$ cat src/rtl/store_buffer_if.sv
// Pipeline store/load request bundle plus the data-RAM port of the store buffer.
// The buffer is the slave; the pipeline/RAM side is the master.
interface store_buffer_if #(
    parameter int A_WIDTH = 32
);
    logic               st_valid;
    logic               st_ready;
    logic [A_WIDTH-1:0] st_addr;
    logic [2:0]         st_bytes;
    logic [31:0]        st_wd;
    logic               ld_req;
    logic [A_WIDTH-1:0] ld_addr;
    logic [2:0]         ld_bytes;
    logic [31:0]        ld_data;
    logic               ld_stall;
    logic [A_WIDTH-1:0] ram_address;
    logic [2:0]         ram_bytes;
    logic               ram_we;
    logic [31:0]        ram_wd;
    logic [31:0]        ram_dout;
    logic               empty;

    modport master (
        output st_valid, st_addr, st_bytes, st_wd,
        output ld_req, ld_addr, ld_bytes, ram_dout,
        input  st_ready, ld_data, ld_stall, empty,
        input  ram_address, ram_bytes, ram_we, ram_wd
    );

    modport slave (
        input  st_valid, st_addr, st_bytes, st_wd,
        input  ld_req, ld_addr, ld_bytes, ram_dout,
        output st_ready, ld_data, ld_stall, empty,
        output ram_address, ram_bytes, ram_we, ram_wd
    );
endinterface

$ cat src/rtl/store_buffer.sv
// Store buffer: circular FIFO of pending stores draining to the data RAM.
// Define STORE_BUF_FWD_EN to forward exact-match stores to loads.
module store_buffer #(
    parameter int A_WIDTH = 32,
    parameter int DEPTH   = 4
) (
    input logic           clk,
    input logic           rst_n,
    store_buffer_if.slave bus
);
    localparam int PW  = (DEPTH > 1) ? $clog2(DEPTH) : 1;
    localparam int CW  = $clog2(DEPTH + 1);
    localparam int AW1 = A_WIDTH + 1;
    localparam logic [CW-1:0] FULL = CW'(DEPTH);

    logic [A_WIDTH-1:0] e_addr  [DEPTH];
    logic [2:0]         e_bytes [DEPTH];
    logic [31:0]        e_wd    [DEPTH];
    logic [DEPTH-1:0]   e_vld;
    logic [PW-1:0]      head;
    logic [PW-1:0]      tail;
    logic [CW-1:0]      count;

    function automatic logic [2:0] size_of(input logic [2:0] code);
        case (code)
            3'b000, 3'b100: return 3'd1;
            3'b001, 3'b101: return 3'd2;
            3'b010:         return 3'd4;
            default:        return 3'd0;
        endcase
    endfunction

    logic [2:0]       ld_size;
    logic [AW1-1:0]   l_lo;
    logic [AW1-1:0]   l_hi;
    logic [DEPTH-1:0] ovl;

    // Range compares are one bit wider so ranges never wrap past the top.
    always_comb begin
        ld_size = size_of(bus.ld_bytes);
        l_lo    = {1'b0, bus.ld_addr};
        l_hi    = l_lo + AW1'(ld_size);
        ovl     = '0;
        for (int i = 0; i < DEPTH; i++) begin
            ovl[i] = e_vld[i] && (ld_size != 3'd0)
                && ({1'b0, e_addr[i]} < l_hi)
                && (l_lo < ({1'b0, e_addr[i]} + AW1'(size_of(e_bytes[i]))));
        end
    end

    logic        fwd_hit;
    logic [31:0] fwd_data;

`ifdef STORE_BUF_FWD_EN
    logic [PW-1:0] yng;
    logic [PW-1:0] idx;
    logic [31:0]   fwd_wd;

    // Walk oldest to youngest so the last overlapping hit wins.
    always_comb begin
        yng = head;
        idx = head;
        for (int k = 0; k < DEPTH; k++) begin
            idx = head + PW'(k);
            if (ovl[idx]) yng = idx;
        end
        fwd_hit = (|ovl) && (e_addr[yng] == bus.ld_addr)
            && (size_of(e_bytes[yng]) == ld_size);
        fwd_wd = e_wd[yng];
        case (bus.ld_bytes)
            3'b000:  fwd_data = {{24{fwd_wd[7]}}, fwd_wd[7:0]};
            3'b001:  fwd_data = {{16{fwd_wd[15]}}, fwd_wd[15:0]};
            3'b100:  fwd_data = {24'd0, fwd_wd[7:0]};
            3'b101:  fwd_data = {16'd0, fwd_wd[15:0]};
            default: fwd_data = fwd_wd;
        endcase
    end
`else
    assign fwd_hit  = 1'b0;
    assign fwd_data = '0;
`endif

    logic stall;
    logic ld_go;
    logic drain;
    logic st_ok;
    logic push;

    assign stall = bus.ld_req && (|ovl) && !fwd_hit;
    assign ld_go = bus.ld_req && !stall;
    assign drain = (count != '0) && (!bus.ld_req || stall);
    assign st_ok = bus.st_bytes inside {3'b000, 3'b001, 3'b010};
    assign push  = bus.st_valid && bus.st_ready && st_ok;

    assign bus.st_ready = (count != FULL);
    assign bus.empty    = (count == '0);
    assign bus.ld_stall = stall;

    always_comb begin
        bus.ram_address = '0;
        bus.ram_bytes   = 3'b011;
        bus.ram_we      = 1'b0;
        bus.ram_wd      = '0;
        bus.ld_data     = '0;
        unique case (1'b1)
            ld_go: begin
                bus.ram_address = bus.ld_addr;
                bus.ram_bytes   = bus.ld_bytes;
                bus.ld_data     = fwd_hit ? fwd_data : bus.ram_dout;
            end
            drain: begin
                bus.ram_address = e_addr[head];
                bus.ram_bytes   = e_bytes[head];
                bus.ram_we      = 1'b1;
                bus.ram_wd      = e_wd[head];
            end
            default: ;
        endcase
    end

    always_ff @(posedge clk or negedge rst_n) begin
        if (!rst_n) begin
            head  <= '0;
            tail  <= '0;
            count <= '0;
            e_vld <= '0;
            for (int i = 0; i < DEPTH; i++) begin
                e_addr[i]  <= '0;
                e_bytes[i] <= '0;
                e_wd[i]    <= '0;
            end
        end else begin
            if (push) begin
                e_addr[tail]  <= bus.st_addr;
                e_bytes[tail] <= bus.st_bytes;
                e_wd[tail]    <= bus.st_wd;
                e_vld[tail]   <= 1'b1;
                tail          <= tail + PW'(1);
            end
            if (drain) begin
                e_vld[head] <= 1'b0;
                head        <= head + PW'(1);
            end
            count <= count + CW'(push) - CW'(drain);
        end
    end
endmodule

$ cat src/flat_wrapper.sv
// flat-port wrapper written by rule: the top's interface ports become plain ports
module store_buffer_flat 
#(
    parameter int A_WIDTH = 32,
    parameter int DEPTH   = 4
)
  (clk, rst_n, bus_st_valid, bus_st_addr, bus_st_bytes, bus_st_wd, bus_ld_req, bus_ld_addr, bus_ld_bytes, bus_ram_dout, bus_st_ready, bus_ld_data, bus_ld_stall, bus_empty, bus_ram_address, bus_ram_bytes, bus_ram_we, bus_ram_wd);
  store_buffer_if #(.A_WIDTH(A_WIDTH)) bus_i ();
  input logic clk;
  input logic rst_n;
  input wire logic [$bits(bus_i.st_valid)-1:0] bus_st_valid;
  input wire logic [$bits(bus_i.st_addr)-1:0] bus_st_addr;
  input wire logic [$bits(bus_i.st_bytes)-1:0] bus_st_bytes;
  input wire logic [$bits(bus_i.st_wd)-1:0] bus_st_wd;
  input wire logic [$bits(bus_i.ld_req)-1:0] bus_ld_req;
  input wire logic [$bits(bus_i.ld_addr)-1:0] bus_ld_addr;
  input wire logic [$bits(bus_i.ld_bytes)-1:0] bus_ld_bytes;
  input wire logic [$bits(bus_i.ram_dout)-1:0] bus_ram_dout;
  output wire logic [$bits(bus_i.st_ready)-1:0] bus_st_ready;
  output wire logic [$bits(bus_i.ld_data)-1:0] bus_ld_data;
  output wire logic [$bits(bus_i.ld_stall)-1:0] bus_ld_stall;
  output wire logic [$bits(bus_i.empty)-1:0] bus_empty;
  output wire logic [$bits(bus_i.ram_address)-1:0] bus_ram_address;
  output wire logic [$bits(bus_i.ram_bytes)-1:0] bus_ram_bytes;
  output wire logic [$bits(bus_i.ram_we)-1:0] bus_ram_we;
  output wire logic [$bits(bus_i.ram_wd)-1:0] bus_ram_wd;
  assign bus_i.st_valid = bus_st_valid;
  assign bus_i.st_addr = bus_st_addr;
  assign bus_i.st_bytes = bus_st_bytes;
  assign bus_i.st_wd = bus_st_wd;
  assign bus_i.ld_req = bus_ld_req;
  assign bus_i.ld_addr = bus_ld_addr;
  assign bus_i.ld_bytes = bus_ld_bytes;
  assign bus_i.ram_dout = bus_ram_dout;
  assign bus_st_ready = bus_i.st_ready;
  assign bus_ld_data = bus_i.ld_data;
  assign bus_ld_stall = bus_i.ld_stall;
  assign bus_empty = bus_i.empty;
  assign bus_ram_address = bus_i.ram_address;
  assign bus_ram_bytes = bus_i.ram_bytes;
  assign bus_ram_we = bus_i.ram_we;
  assign bus_ram_wd = bus_i.ram_wd;
  store_buffer #(.A_WIDTH(A_WIDTH), .DEPTH(DEPTH)) u_core (.clk(clk), .rst_n(rst_n), .bus(bus_i));
endmodule
$ cat config.mk
export PLATFORM = sky130hd
export DESIGN_NAME = store_buffer_flat
export DESIGN_NICKNAME = d
export VERILOG_FILES = /design/src/rtl/store_buffer_if.sv /design/src/rtl/store_buffer.sv /design/src/flat_wrapper.sv
export SDC_FILE = /design/constraint.sdc
export NUM_CORES = 1
export LEC_CHECK = 0
export BUFFER_PORTS_ARGS = -buffer_cell sky130_fd_sc_hd__clkbuf_2
export CAP_MARGIN = 20
export CORE_MARGIN = 8
export CORE_UTILIZATION = 35
export CTS_CLUSTER_DIAMETER = 40
export DETAILED_ROUTE_END_ITERATION = 12
export GPL_TIMING_DRIVEN = 0
export PLACE_DENSITY_LB_ADDON = 0.1
export SYNTH_ARGS = -nofsm -noshare
export SYNTH_HDL_FRONTEND = slang
export SYNTH_SLANG_ARGS = --single-unit
export TNS_END_PERCENT = 100
$ cat constraint.sdc
create_clock -name clk -period 15.9 [get_ports clk]
set_input_delay 3.18 -clock clk [delete_from_list [all_inputs] [get_ports clk]]
set_output_delay 3.18 -clock clk [all_outputs]
set_load 0.01 [all_outputs]
==> results.cfg <==
[cts]
post_cts_buffers = 0
htreeDepth = 2
cts_sinks = 279
root_buffer = clkbuf_16
clockBufferDepth = 3
cts_made_buffers = 55
clkSlewWorstSetupHoldPaths_ps = 50
cts_resized = 0
clk-insertion-delay-late_ps = 620
cts_tree = yes
hold_buffers = 0

[synthesis]
async_flop_share = 1.000
synth_top_family_by_area = multiplexers
synth_compound_area_frac = 0.07523
synth_ff_type = dfrtp_1
synth_fa_ha_area_frac = 0.1583
yosys.area_share.simple = 0.1400
postSynthAreaPerCell_um2 = 10.91
synth-seq-cells = 279
synth_enable_flop_cells = 0
synth_seq_area_share = 0.3183
synth_mux_area_frac = 0.2208
netlist-cell-type-count = 78
syn-num-nets = 2423
synth_area_um2 = 21940
ys_warn_count = 0
synth_xor_area_frac = 0.06194
synthCells = 2011

[route]
drt_iter0_markers = 1040
dr.pass1.iters = 5
drt-total-wl_um = 76900
ant_nets = 0
detail_route.wl_per_cell_um = 24.01
vias = 17360
via_per_inst = 5.423
route.detailed.drc = 0

[critical_path]
required_ps = 12720
crit_arrival_ps = 9540
r2r-start = u_core.e_bytes[4]
r2r_cells = 24
path_class = in -> out
path_max_fanout = 10
critPathCaptureType = primary output
critPathLaunch = bus_ld_bytes[0]
start_kind = primary input

[placement]
routabilityCongestion = 0.9076
hpwl_um = 60000
port_buffers = 240

[sta]
maxSlewHeadroom = 0.2645
tightest_slew_ps = 1103
finalSetupViolCount = 0
clock_skew_ps = 23.49
fmax_mhz = 78.61
tns_ps = 0
finalCriticalPeriod_ps = 12720
final_hold_viol_count = 0
rsz0062_at_grt = false
fin_crit_sh = 0.8001
slew_violations = 0

[final_layout]
layout_common_cells = 279 x dfrtp_1, 268 x ha_1, 264 x mux2_2, 240 x clkbuf_2, 157 x nand2_1
layout_commonest_cell = dfrtp_1
num-nets-final = 2728
fill_cells = 5954
area_growth_pct = 20.48
finish.utilization = 0.4275
drive_above_1_share = 0.3108

[pwr]
power.density_nw_per_um2 = 210.0
ir_drop_mv = 0.1005
p_total_w = 0.005549
leakagePower_nw = 11.98

[floorplan]
die_h_um = 266.4
die_area_um2 = 70950
fp.dieW_um = 266.4
ios = 241
core_um2 = 61830
rows = 91
start_util = 0.3548

[grt]
grt_pass1_vias = 18170
grt_pass1_wl_um = 116500
antenna_found_initial = 6
grt_remaining_overflow = 0
track_usage = 0.2146
grt_start_max_net_pins = 83

[hold_path]
holdCritStartpoint = u_core.e_wd[55]
whs_path_depth = 1
hold_class = reg -> reg

[flow_run]
maxCapViolCount = 0

[outcome]
outcome = complete, no violations
==> cell families (layout without fill, tap and decap cells) <==
group	count (synthesis)	in the layout
and+or+nand+nor	554	554
muxes	367	367
DFF	279	279
adders and majority gates	274	274
AOI/OAI and AO/OA	250	250
xor gates and xnor gates	153	153
buffers and inverters	134	485
other	0	3
==> sequential cells by signal, indices dropped and copies added (netlist names) <==
name	flops
u_core.count	3
u_core.e_addr	128
u_core.e_bytes	12
u_core.e_vld	4
u_core.e_wd	128
u_core.head	2
u_core.tail	2
==> synth_stat cells, types with 4 or more instances <==
master	n	share of area
nand2b_1	5	0.0014
a21o_1	28	0.0096
and3_1	33	0.0094
nand4_1	45	0.013
nor4_1	4	0.0011
xor2_1	70	0.028
buf_6	6	0.0031
nor2_1	80	0.014
o21a_1	6	0.0021
nor3_1	19	0.0043
dfrtp_1	279	0.32
or3_1	7	0.0020
nand3_1	72	0.016
nand2_1	157	0.027
a21oi_1	86	0.020
fa_1	6	0.0055
mux2i_1	35	0.016
a211oi_1	14	0.0048
a31oi_1	5	0.0014
a221oi_1	7	0.0028
and2_1	42	0.012
mux4_2	67	0.069
xnor2_1	82	0.033
nor3b_1	10	0.0034
ha_1	268	0.15
o211ai_1	7	0.0024
a211o_1	4	0.0016
o21ai_0	46	0.010
nor3b_2	29	0.017
o2111ai_1	4	0.0016
nor2b_1	18	0.0051
buf_1	31	0.0053
a2bb2oi_1	4	0.0016
a2111oi_0	4	0.0016
and4_1	17	0.0068
inv_1	62	0.011
mux2_2	264	0.14
clkbuf_1	31	0.0053
==> routing by layer <==
metal / wire (µm) / global-route usage
met1: 33450 / 0.2772
met2: 37400 / 0.3655
met3: 4443 / 0.04540
met4: 1535 / 0.04879
met5: 65 / 0
==> critical path, stage by stage <==
cell and delay [ps]:
clkbuf_2 110, inv_1 50, nor2_1 220, fa_1 270, a21oi_2 120, nor3_4 420
nand4_2 430, nor3_1 430, xnor2_1 290, ha_1 370, a221oi_1 270, o21ai_0 320
nor4_1 640, o2111ai_1 420, nor2_1 290, a2111oi_4 80, o32a_1 410, and4b_1 210
buf_6 150, buf_4 240, mux2i_1 360, clkbuf_2 210
==> path summary, 6_finish.rpt <==
| kind | to | slack [ps] |
|---|---|---|
| setup / recovery | bus_ram_address[18] | 3180 |
| min in group asynchronous | u_core.e_addr[14] | 2510 |
| max in group asynchronous | u_core.e_wd[10] | 12180 |
| hold reg to reg | u_core.e_wd[55] | 500 |
| setup reg to reg | u_core.count[2] | 8670 |
| hold / removal | u_core.e_wd[55] | 500 |
==> cell type report <==
| type | instances | area (µm²) | share of cell area |
|---|---|---|---|
| Tap cell | 837 | 1047 | 0.03962 |
| Buffer | 72 | 326.6 | 0.01236 |
| Clock inverter | 39 | 623.1 | 0.02358 |
| Antenna cell | 3 | 7.507 | 0.0002841 |
| Inverter | 62 | 232.7 | 0.008806 |
| Sequential cell | 279 | 6982 | 0.2642 |
| Timing Repair Buffer | 248 | 1353 | 0.05118 |
| Clock buffer | 64 | 1460 | 0.05525 |
| Multi-Input combinational cell | 1598 | 14400 | 0.5448 |
==> per-stage QoR <==
stage               hold WS, ps  worst slack, ps  std cells  instance area [µm²]
floorplan                 471.8             5313       2011                21940
global placement          481.7             2693       3088                24190
detailed placement        488.4             2547       3094                24320
CTS                       499.9             2546       3197                26410
global route              509.9             2874       3199                26420
finish                    497.2             3179       3202                26430
==> power by group <==
part	leakage [nW]	internal, W	total (W)	switching [W]
sequential	3.40	0.00105	0.00152	0.000468
clock	1.01	0.000863	0.00130	0.000433
combinational	7.57	0.00135	0.00273	0.00138
Power figures use the tool's default switching activity.
